## config.mk

```make
export PLATFORM = sky130hd
export DESIGN_NAME = writeback_arbiter_flat
export DESIGN_NICKNAME = d
export VERILOG_FILES = /design/src/rtl/writeback_arbiter_if.sv /design/src/rtl/writeback_arbiter.sv /design/src/flat_wrapper.sv
export SDC_FILE = /design/constraint.sdc
export NUM_CORES = 1
export LEC_CHECK = 0
export BUFFER_PORTS_ARGS = -buffer_cell sky130_fd_sc_hd__buf_4
export CAP_MARGIN = 20
export CELL_PAD_IN_SITES_DETAIL_PLACEMENT = 1
export CELL_PAD_IN_SITES_GLOBAL_PLACEMENT = 1
export CORE_MARGIN = 3
export CORE_UTILIZATION = 47
export CTS_CLUSTER_DIAMETER = 40
export CTS_CLUSTER_SIZE = 24
export DETAILED_ROUTE_END_ITERATION = 8
export PLACE_DENSITY_LB_ADDON = 0.12
export RECOVER_POWER = 25
export SLEW_MARGIN = 20
export SYNTH_ARGS = -nofsm -noshare
export SYNTH_HDL_FRONTEND = slang
export SYNTH_SLANG_ARGS = --single-unit
```

## constraint.sdc

```tcl
create_clock -name clk -period 3.1 [get_ports clk]
set_clock_uncertainty 0.1 [all_clocks]
set_input_delay 0.155 -clock clk [delete_from_list [all_inputs] [get_ports clk]]
set_output_delay 0.155 -clock clk [all_outputs]
set_load 0.02 [all_outputs]
```

## src/rtl/writeback_arbiter_if.sv

```systemverilog
// writeback_arbiter_if: ALU/load/issue inputs, decode queries and register-file write port
interface writeback_arbiter_if #(parameter int XLEN = 32);
    logic            alu_valid;
    logic [4:0]      alu_rd;
    logic [XLEN-1:0] alu_result;
    logic            mem_valid;
    logic            mem_ready;
    logic [4:0]      mem_rd;
    logic [XLEN-1:0] mem_data;
    logic            issue_valid;
    logic [4:0]      issue_rd;
    logic            issue_ready;
    logic [4:0]      rs1;
    logic [4:0]      rs2;
    logic            busy1;
    logic            busy2;
    logic            reg_write;
    logic [4:0]      write_reg;
    logic [XLEN-1:0] write_data;
    logic            idle;
    modport master (
        output alu_valid, alu_rd, alu_result, mem_valid, mem_rd, mem_data,
               issue_valid, issue_rd, rs1, rs2,
        input  mem_ready, issue_ready, busy1, busy2, reg_write, write_reg, write_data, idle
    );
    modport slave (
        input  alu_valid, alu_rd, alu_result, mem_valid, mem_rd, mem_data,
               issue_valid, issue_rd, rs1, rs2,
        output mem_ready, issue_ready, busy1, busy2, reg_write, write_reg, write_data, idle
    );
endinterface

```

## src/rtl/writeback_arbiter.sv

```systemverilog
// writeback_arbiter: merges ALU and buffered load results onto the register-file write port
module writeback_arbiter #(
    parameter int XLEN  = 32,
    parameter int DEPTH = 4
) (
    input logic clk,
    input logic reset,
    writeback_arbiter_if.slave bus
);
    localparam int AW = $clog2(DEPTH);
    localparam logic [AW:0] FULL = (AW+1)'(DEPTH);
    logic [4:0]      fifo_rd   [DEPTH];
    logic [XLEN-1:0] fifo_data [DEPTH];
    logic [AW-1:0]   wr_ptr, rd_ptr;
    logic [AW:0]     count;
    logic [31:0]     pend, set_mask, clr_mask;
    logic            push, pop, alu_req, mem_ready, issue_ready;
    logic            reg_write;
    logic [4:0]      write_reg;
    logic [XLEN-1:0] write_data;
    always_comb begin
        mem_ready   = !reset && count != FULL;
        issue_ready = !pend[bus.issue_rd] || bus.issue_rd == 5'd0;
        alu_req     = bus.alu_valid && bus.alu_rd != 5'd0;
        // pop sees registered count, so a load pushed this cycle cannot leave until the next
        pop         = !alu_req && count != '0;
        push        = bus.mem_valid && mem_ready && bus.mem_rd != 5'd0;
        set_mask    = (bus.issue_valid && issue_ready && bus.issue_rd != 5'd0) ? 32'd1 << bus.issue_rd : '0;
        clr_mask    = pop ? 32'd1 << fifo_rd[rd_ptr] : '0;
    end
    always_ff @(posedge clk) begin
        if (push) begin
            fifo_rd[wr_ptr]   <= bus.mem_rd;
            fifo_data[wr_ptr] <= bus.mem_data;
        end
    end
    always_ff @(posedge clk) begin
        if (reset) begin
            wr_ptr     <= '0;
            rd_ptr     <= '0;
            count      <= '0;
            pend       <= '0;
            reg_write  <= 1'b0;
            write_reg  <= '0;
            write_data <= '0;
        end else begin
            if (push) wr_ptr <= wr_ptr + 1'b1;
            if (pop) rd_ptr <= rd_ptr + 1'b1;
            count     <= count + (AW+1)'(push) - (AW+1)'(pop);
            pend      <= (pend & ~clr_mask) | set_mask;
            reg_write <= alu_req || pop;
            if (alu_req) begin
                write_reg  <= bus.alu_rd;
                write_data <= bus.alu_result;
            end else if (pop) begin
                write_reg  <= fifo_rd[rd_ptr];
                write_data <= fifo_data[rd_ptr];
            end
        end
    end
    assign bus.mem_ready   = mem_ready;
    assign bus.issue_ready = issue_ready;
    assign bus.busy1       = pend[bus.rs1] && bus.rs1 != 5'd0;
    assign bus.busy2       = pend[bus.rs2] && bus.rs2 != 5'd0;
    assign bus.reg_write   = reg_write;
    assign bus.write_reg   = write_reg;
    assign bus.write_data  = write_data;
    assign bus.idle        = count == '0 && pend == '0;
endmodule

```

## src/flat_wrapper.sv

```systemverilog
// flat-port wrapper written by rule: the top's interface ports become plain ports
module writeback_arbiter_flat 
#(
    parameter int XLEN  = 32,
    parameter int DEPTH = 4
)
  (clk, reset, bus_alu_valid, bus_alu_rd, bus_alu_result, bus_mem_valid, bus_mem_rd, bus_mem_data, bus_issue_valid, bus_issue_rd, bus_rs1, bus_rs2, bus_mem_ready, bus_issue_ready, bus_busy1, bus_busy2, bus_reg_write, bus_write_reg, bus_write_data, bus_idle);
  writeback_arbiter_if #(.XLEN(XLEN)) bus_i ();
  input logic clk;
  input logic reset;
  input wire logic [$bits(bus_i.alu_valid)-1:0] bus_alu_valid;
  input wire logic [$bits(bus_i.alu_rd)-1:0] bus_alu_rd;
  input wire logic [$bits(bus_i.alu_result)-1:0] bus_alu_result;
  input wire logic [$bits(bus_i.mem_valid)-1:0] bus_mem_valid;
  input wire logic [$bits(bus_i.mem_rd)-1:0] bus_mem_rd;
  input wire logic [$bits(bus_i.mem_data)-1:0] bus_mem_data;
  input wire logic [$bits(bus_i.issue_valid)-1:0] bus_issue_valid;
  input wire logic [$bits(bus_i.issue_rd)-1:0] bus_issue_rd;
  input wire logic [$bits(bus_i.rs1)-1:0] bus_rs1;
  input wire logic [$bits(bus_i.rs2)-1:0] bus_rs2;
  output wire logic [$bits(bus_i.mem_ready)-1:0] bus_mem_ready;
  output wire logic [$bits(bus_i.issue_ready)-1:0] bus_issue_ready;
  output wire logic [$bits(bus_i.busy1)-1:0] bus_busy1;
  output wire logic [$bits(bus_i.busy2)-1:0] bus_busy2;
  output wire logic [$bits(bus_i.reg_write)-1:0] bus_reg_write;
  output wire logic [$bits(bus_i.write_reg)-1:0] bus_write_reg;
  output wire logic [$bits(bus_i.write_data)-1:0] bus_write_data;
  output wire logic [$bits(bus_i.idle)-1:0] bus_idle;
  assign bus_i.alu_valid = bus_alu_valid;
  assign bus_i.alu_rd = bus_alu_rd;
  assign bus_i.alu_result = bus_alu_result;
  assign bus_i.mem_valid = bus_mem_valid;
  assign bus_i.mem_rd = bus_mem_rd;
  assign bus_i.mem_data = bus_mem_data;
  assign bus_i.issue_valid = bus_issue_valid;
  assign bus_i.issue_rd = bus_issue_rd;
  assign bus_i.rs1 = bus_rs1;
  assign bus_i.rs2 = bus_rs2;
  assign bus_mem_ready = bus_i.mem_ready;
  assign bus_issue_ready = bus_i.issue_ready;
  assign bus_busy1 = bus_i.busy1;
  assign bus_busy2 = bus_i.busy2;
  assign bus_reg_write = bus_i.reg_write;
  assign bus_write_reg = bus_i.write_reg;
  assign bus_write_data = bus_i.write_data;
  assign bus_idle = bus_i.idle;
  writeback_arbiter #(.XLEN(XLEN), .DEPTH(DEPTH)) u_core (.clk(clk), .reset(reset), .bus(bus_i));
endmodule
```

## Word-level counts from Yosys, hierarchy flattened

Memories as Yosys holds them, arrays and structs flattened. A register that Yosys moved wholly into a read port is not among the register bits.
Index checks and enable logic that the tools add are counted.

| word-level totals | value |
|---|---|
| flip-flop bits (word level) | 77 |
| bits in latches | 0 |
| memory bits (writable) | 148 |
| memory bits (read-only) | 0 |
| input port bits | 94 |
| output and inout bits | 43 |
| word-level logic and storage cells | 65 |
| memories kept | 2 |

Memory list:

| memory | depth | width | read ports | clocked after Yosys merged registers in | write ports | RTL line | source |
|---|---|---|---|---|---|---|---|
| u_core.fifo_data | 4 | 32 | 1 | 1 | 1 | writeback_arbiter.sv:13 | `logic [XLEN-1:0] fifo_data [DEPTH];` |
| u_core.fifo_rd | 4 | 5 | 1 | 1 | 1 | writeback_arbiter.sv:12 | `logic [4:0] fifo_rd [DEPTH];` |

| cells by class | value |
|---|---|
| $add $sub $neg | 4 |
| multipliers | 0 |
| divide/modulo/power cells | 0 |
| order comparisons | 3 |
| equality and inequality tests | 1 |
| shifts and indexed selects | 2 |
| multiplexer cells | 18 |
| bitwise gates (word level) | 3 |
| reductions and logical operators | 25 |

Operators by type and width:

| operator | number |
|---|---|
| $mux 32 | 4 |
| $shl 1x5->32 const A | 2 |
| $and 32x32->32 | 1 |
| $logic_not 32->1 | 1 |
| $not 32->32 | 1 |
| $or 32x32->32 | 1 |
| $reduce_bool 5->1 | 5 |
| $lt 5x6->1 const B | 3 |
| $bmux 1 s5 | 3 |
| $logic_and 1x1->1 | 10 |
| $mux 5 | 2 |
| $mux 2 | 4 |
| $logic_not 5->1 | 1 |
| $mux 1 | 5 |
| $add 2x1->2 const B | 2 |
| $add 3x1->3 | 1 |
| $logic_not 1->1 | 3 |
| $logic_not 3->1 | 1 |
| $ne 3x3->1 const B | 1 |
| $reduce_bool 3->1 | 1 |
| $sub 3x1->3 | 1 |
| $logic_or 1x1->1 | 2 |
| $reduce_bool 2->1 | 1 |

## Logic depth before layout (Yosys ltp)

| logic depth | value |
|---|---|
| depth in word-level cells | 8 |
| depth in mapped cells | 9 |
| gate-level depth less buffers | 9 |

## Least setup slack after synthesis

Ideal clock, no wire load.

| timing path | value |
|---|---|
| path type | register to register |
| start point | register u_core.count[1] |
| end point | memory u_core.fifo_data[1][0] (enable) |
| library setup time | 398 ps |
| data arrival time | 2,321 ps |
| data required time | 2,602 ps |
| setup slack | 281 ps |
| stages on the path, launching flop included | 6 |
| buffers on the path | 1 |
| clock period less this slack | 2,819 ps |
| cells stage by stage | dfxtp_1 inv_1 a31oi_1 o211a_1 clkbuf_1 and2_1 |

| on the way | value |
|---|---|
| longest elaborated chain between the ends | 6 |

RTL lines:

| item | RTL line | source |
|---|---|---|
| from (decl) | writeback_arbiter.sv:15 | `logic [AW:0] count;` |
| from (signal assigned) | writeback_arbiter.sv:49 | `count <= count + (AW+1)'(push) - (AW+1)'(pop);` |
| $ne 3x3->1 | writeback_arbiter.sv:22 | `mem_ready = !reset && count != FULL;` |
| $logic_and 1x1->1 | writeback_arbiter.sv:22 |  |
| named net bus_mem_ready | flat_wrapper.sv:21 | `output wire logic [$bits(bus_i.mem_ready)-1:0] bus_mem_ready;` |
| $logic_and 1x1->1 (2 in series) | writeback_arbiter.sv:27 | `push = bus.mem_valid && mem_ready && bus.mem_rd != 5'd0;` |
| named net u_core.push | writeback_arbiter.sv:17 | `logic push, pop, alu_req, mem_ready, issue_ready;` |
| $mux 1 | writeback_arbiter.sv:32 | `if (push) begin` |
| $mux 1 (not written as such) | writeback_arbiter.sv:34 | `fifo_data[wr_ptr] <= bus.mem_data;` |
| to (decl) | writeback_arbiter.sv:13 |  |

The timed path passes the listed nets, and every way through them passes these cells.

## Final worst setup path

| timing path | value |
|---|---|
| start point | register u_core.count[2] |
| end point | register u_core.write_reg[0] (netlist: u_core.bus.write_reg[0]) |

| on the way | value |
|---|---|
| longest elaborated chain between the ends | 3 |

RTL lines:

| item | RTL line | source |
|---|---|---|
| $reduce_bool 3->1 | writeback_arbiter.sv:26 | `pop = !alu_req && count != '0;` |
| $logic_and 1x1->1 | writeback_arbiter.sv:26 |  |
| $reduce_bool 2->1 (no source line) | - |  |
| to (signal assigned) | writeback_arbiter.sv:53 | `write_reg <= bus.alu_rd;` |
| to (signal assigned) | writeback_arbiter.sv:56 | `write_reg <= fifo_rd[rd_ptr];` |
| to (decl) | writeback_arbiter.sv:19 | `logic [4:0] write_reg;` |

Every way passes these cells.
A chain may end at the register's enable or synchronous reset.

==> results.yml <==
synth:
  synthArstFlopShare_pct: 0
  seq_area_frac_synth_pct: 61.4
  synth_edf_count: 148
  synth_seq_cells: 227
  synth_area_um2: 9810
  yosys_warnings: 0
  synth_flop_cell: "edfxtp_1"
  synth_cell_types: 49
  syn_inst: 684
  synth_area_per_cell_um2: 14.3
  synth_nets: 785
layout:
  final_common_cell: "edfxtp_1"
  regArea_um2: 6030
  multi_input_area_um2: 3570
  nets: 1007
  final_core_util_pct: 63.3
  reg_top3: "u_core.fifo_data: 128 flops, u_core.bus.write_data: 32 flops, u_core.pend: 32 flops"
  fill_cells: 1924
  largest_reg_flops: 128
  mostFrequentLayoutCells: "edfxtp_1, buf_4, dlygate4sd3_1, dfxtp_1, o21ai_0"
  regMostFlops: "u_core.fifo_data"
  areaGrowthSynthToFinish_pct: 31.4
  final_layout_size_suffix_gt1_share_pct: 26.3
outcome:
  outcome: "complete, no violations"
die:
  pin_count: 137
  rows: 52
  core_um2: 20400
  die_h_um: 151
  die_x_um: 151
  initial_core_util_pct: 48.2
  die_area_um2: 22700
worst_setup_path:
  rr_worst_depth: 6
  cp.arrival_ps: 3070
  crit_start: "u_core.count[2]"
  path_cells: "nor3_4 > buf_4 > mux2_2 > a22oi_1 > dlygate4sd3_1 > nor2_1"
  cp-end-kind: "register"
  r2r_start: "u_core.count[2]"
  worstReg2RegEnd: "u_core.bus.write_reg[0]"
  cp_max_fo: 41
  critPathMaxStageDelay_ps: 660
  path_class: "reg2reg"
  critPathLaunchType: "register"
  worstPathRequired_ps: 3410
  crit_slowest_cell: "buf_4"
  r2r_slack_ps: 340
grt:
  grt.total_usage_pct: 26.5
  overflow: 0
  grt_pass1_wl_mm: 45.8
  grt_max_degree: 81
  grt_pass1_vias: 8016
  antenna_found_initial: 1
cts:
  cts_tree: "built"
  worstSkewPairLatency_ps: 560
  clk_pin_slew_worst_paths_ps: 60
  cts.htree.levels: 1
  numCtsBuffers: 31
  clockBufferDepth: 3
  post_cts_buffers: 0
  cts_resized: 0
  clock-sinks: 227
  root_buffer: "clkbuf_16"
flow_run:
  maxCapViolations: 0
sta:
  period_share_pct: 89.0
  rsz0062_at_grt: "no"
  tns_ps: 0
  finalMaxSlewViolations: 0
  min_period_ps: 2760
  setup_viol: 0
  fmax_ghz: 0.362
  relSlewSlack_pct: 36.1
  worstMarginPinSlew_ps: 958
  hold_viol_final: 0
drt:
  drt_iter0_drc: 387
  wl_met2_mm: 15.6
  top_layer: "met4"
  dr.pass1.iters: 5
  drc_errors: 0
  wl_per_cell_um: 24.2
  ant_nets: 0
  finalWirelength_mm: 29.1
  wl_met3_mm: 1.41
  wl_met1_mm: 11.2
  vias_per_cell: 5.77
  route.vias.total: 6938
power_and_ir_drop:
  p_per_area_nw_per_um2: 726
  p_leak_nw: 4.68
  peakVddDrop_mv: 0.656
hold_path:
  hp-class: "in2reg"
  min_to: "u_core.pend[8]"
  holdPathStages: 4
  holdCritStartpoint: "bus_issue_rd[0]"
placed_design:
  gp_congestion: 0.861
  dpl.hpwl_mm: 17.7
  io_buffers: 136
per-layer routing:
metal,vias to the layer above,track usage [%]
met2,213,48.1
met5,-,0
li1,3118,-
met4,0,10.0
met3,62,4.27
met1,3545,31.4
how the worst max path moves through the flow:
stage | endpoint | slack, ps | cells after the start
CTS | bus_idle | 360 | 5
detailed placement | u_core.count[2] | 560 | 10
finish | u_core.bus.write_reg[0] | 340 | 6
global route | u_core.bus.write_reg[0] | 240 | 6
floorplan | u_core.fifo_data[1][0] | 280 | 5
global placement | u_core.count[2] | 640 | 10
through the flow:
step | power [W] | cell area (um^2) | hold slack (ps) | instances | setup WS, ps
2_1_floorplan | 0.00511 | 9810 | 154 | 684 | 281
3_3_place_gp | 0.00570 | 11100 | 253 | 1061 | 645
3_5_place_dp | 0.00579 | 11100 | 257 | 1061 | 560
4_1_cts | 0.00941 | 13000 | 3.12 | 1201 | 363
5_1_grt | 0.00975 | 12900 | 45.1 | 1202 | 239
6_report | 0.00936 | 12900 | 21.4 | 1203 | 340
critical path: cells and delay by family, from the launching register on:
kind	cells	cell delay, ps
DFF	1	350
buffers and inverters	2	1250
muxes	1	410
AOI/OAI and AO/OA	1	210
and+or+nand+nor	2	270
power breakdown:
group          internal [W]  switching, W
logic               0.00103       0.00118
clock network       0.00201       0.00151
registers           0.00346      0.000171
synthesized netlist by cell type (2+ instances only):
cell type | n | share of area, %
edfxtp_1 | 148 | 45
dfxtp_1 | 79 | 16
o21ai_0 | 60 | 3.1
mux4_2 | 53 | 12
nor2_1 | 51 | 2.0
mux2i_1 | 50 | 5.1
nor2b_1 | 39 | 2.5
a211oi_1 | 38 | 2.9
clkbuf_1 | 17 | 0.65
buf_2 | 16 | 0.82
nand3_1 | 14 | 0.71
nand2_1 | 13 | 0.50
inv_1 | 11 | 0.42
nor4_1 | 8 | 0.51
mux2_2 | 7 | 0.80
nand2b_1 | 7 | 0.45
a22oi_1 | 6 | 0.46
ha_1 | 6 | 0.76
o21ai_1 | 6 | 0.31
a21oi_1 | 5 | 0.25
a31oi_1 | 5 | 0.32
and2_1 | 5 | 0.32
buf_4 | 4 | 0.31
xnor2_1 | 4 | 0.36
nand4_1 | 3 | 0.19
nor3_1 | 3 | 0.15
a221oi_1 | 2 | 0.18
nand3b_1 | 2 | 0.15
o31ai_1 | 2 | 0.15
cell type report:
cell class,count,share of cell area (%)
clock buffers,35,6.13
multi-input cells,406,27.7
diodes,2,0.0388
repair buffers,229,14.4
flip-flops and latches,227,46.8
well taps,270,2.62
clock inverters,23,1.98
inverters,11,0.320
timing repair:
action / CTS / global route
endpoints found under the setup margin: 0 / 0
hold buffers: 82 / 0
hold endpoints to repair: 199 / 0
cells by family after synthesis:
family                     synth area share, %
adders and majority gates                0.969
DFF                                       61.4
and+or+nand+nor                           8.63
buffers and inverters                     2.40
xor gates and xnor gates                 0.446
muxes                                     18.1
AOI/OAI and AO/OA                         8.10
Note: power is estimated with default switching activity, not from simulation.
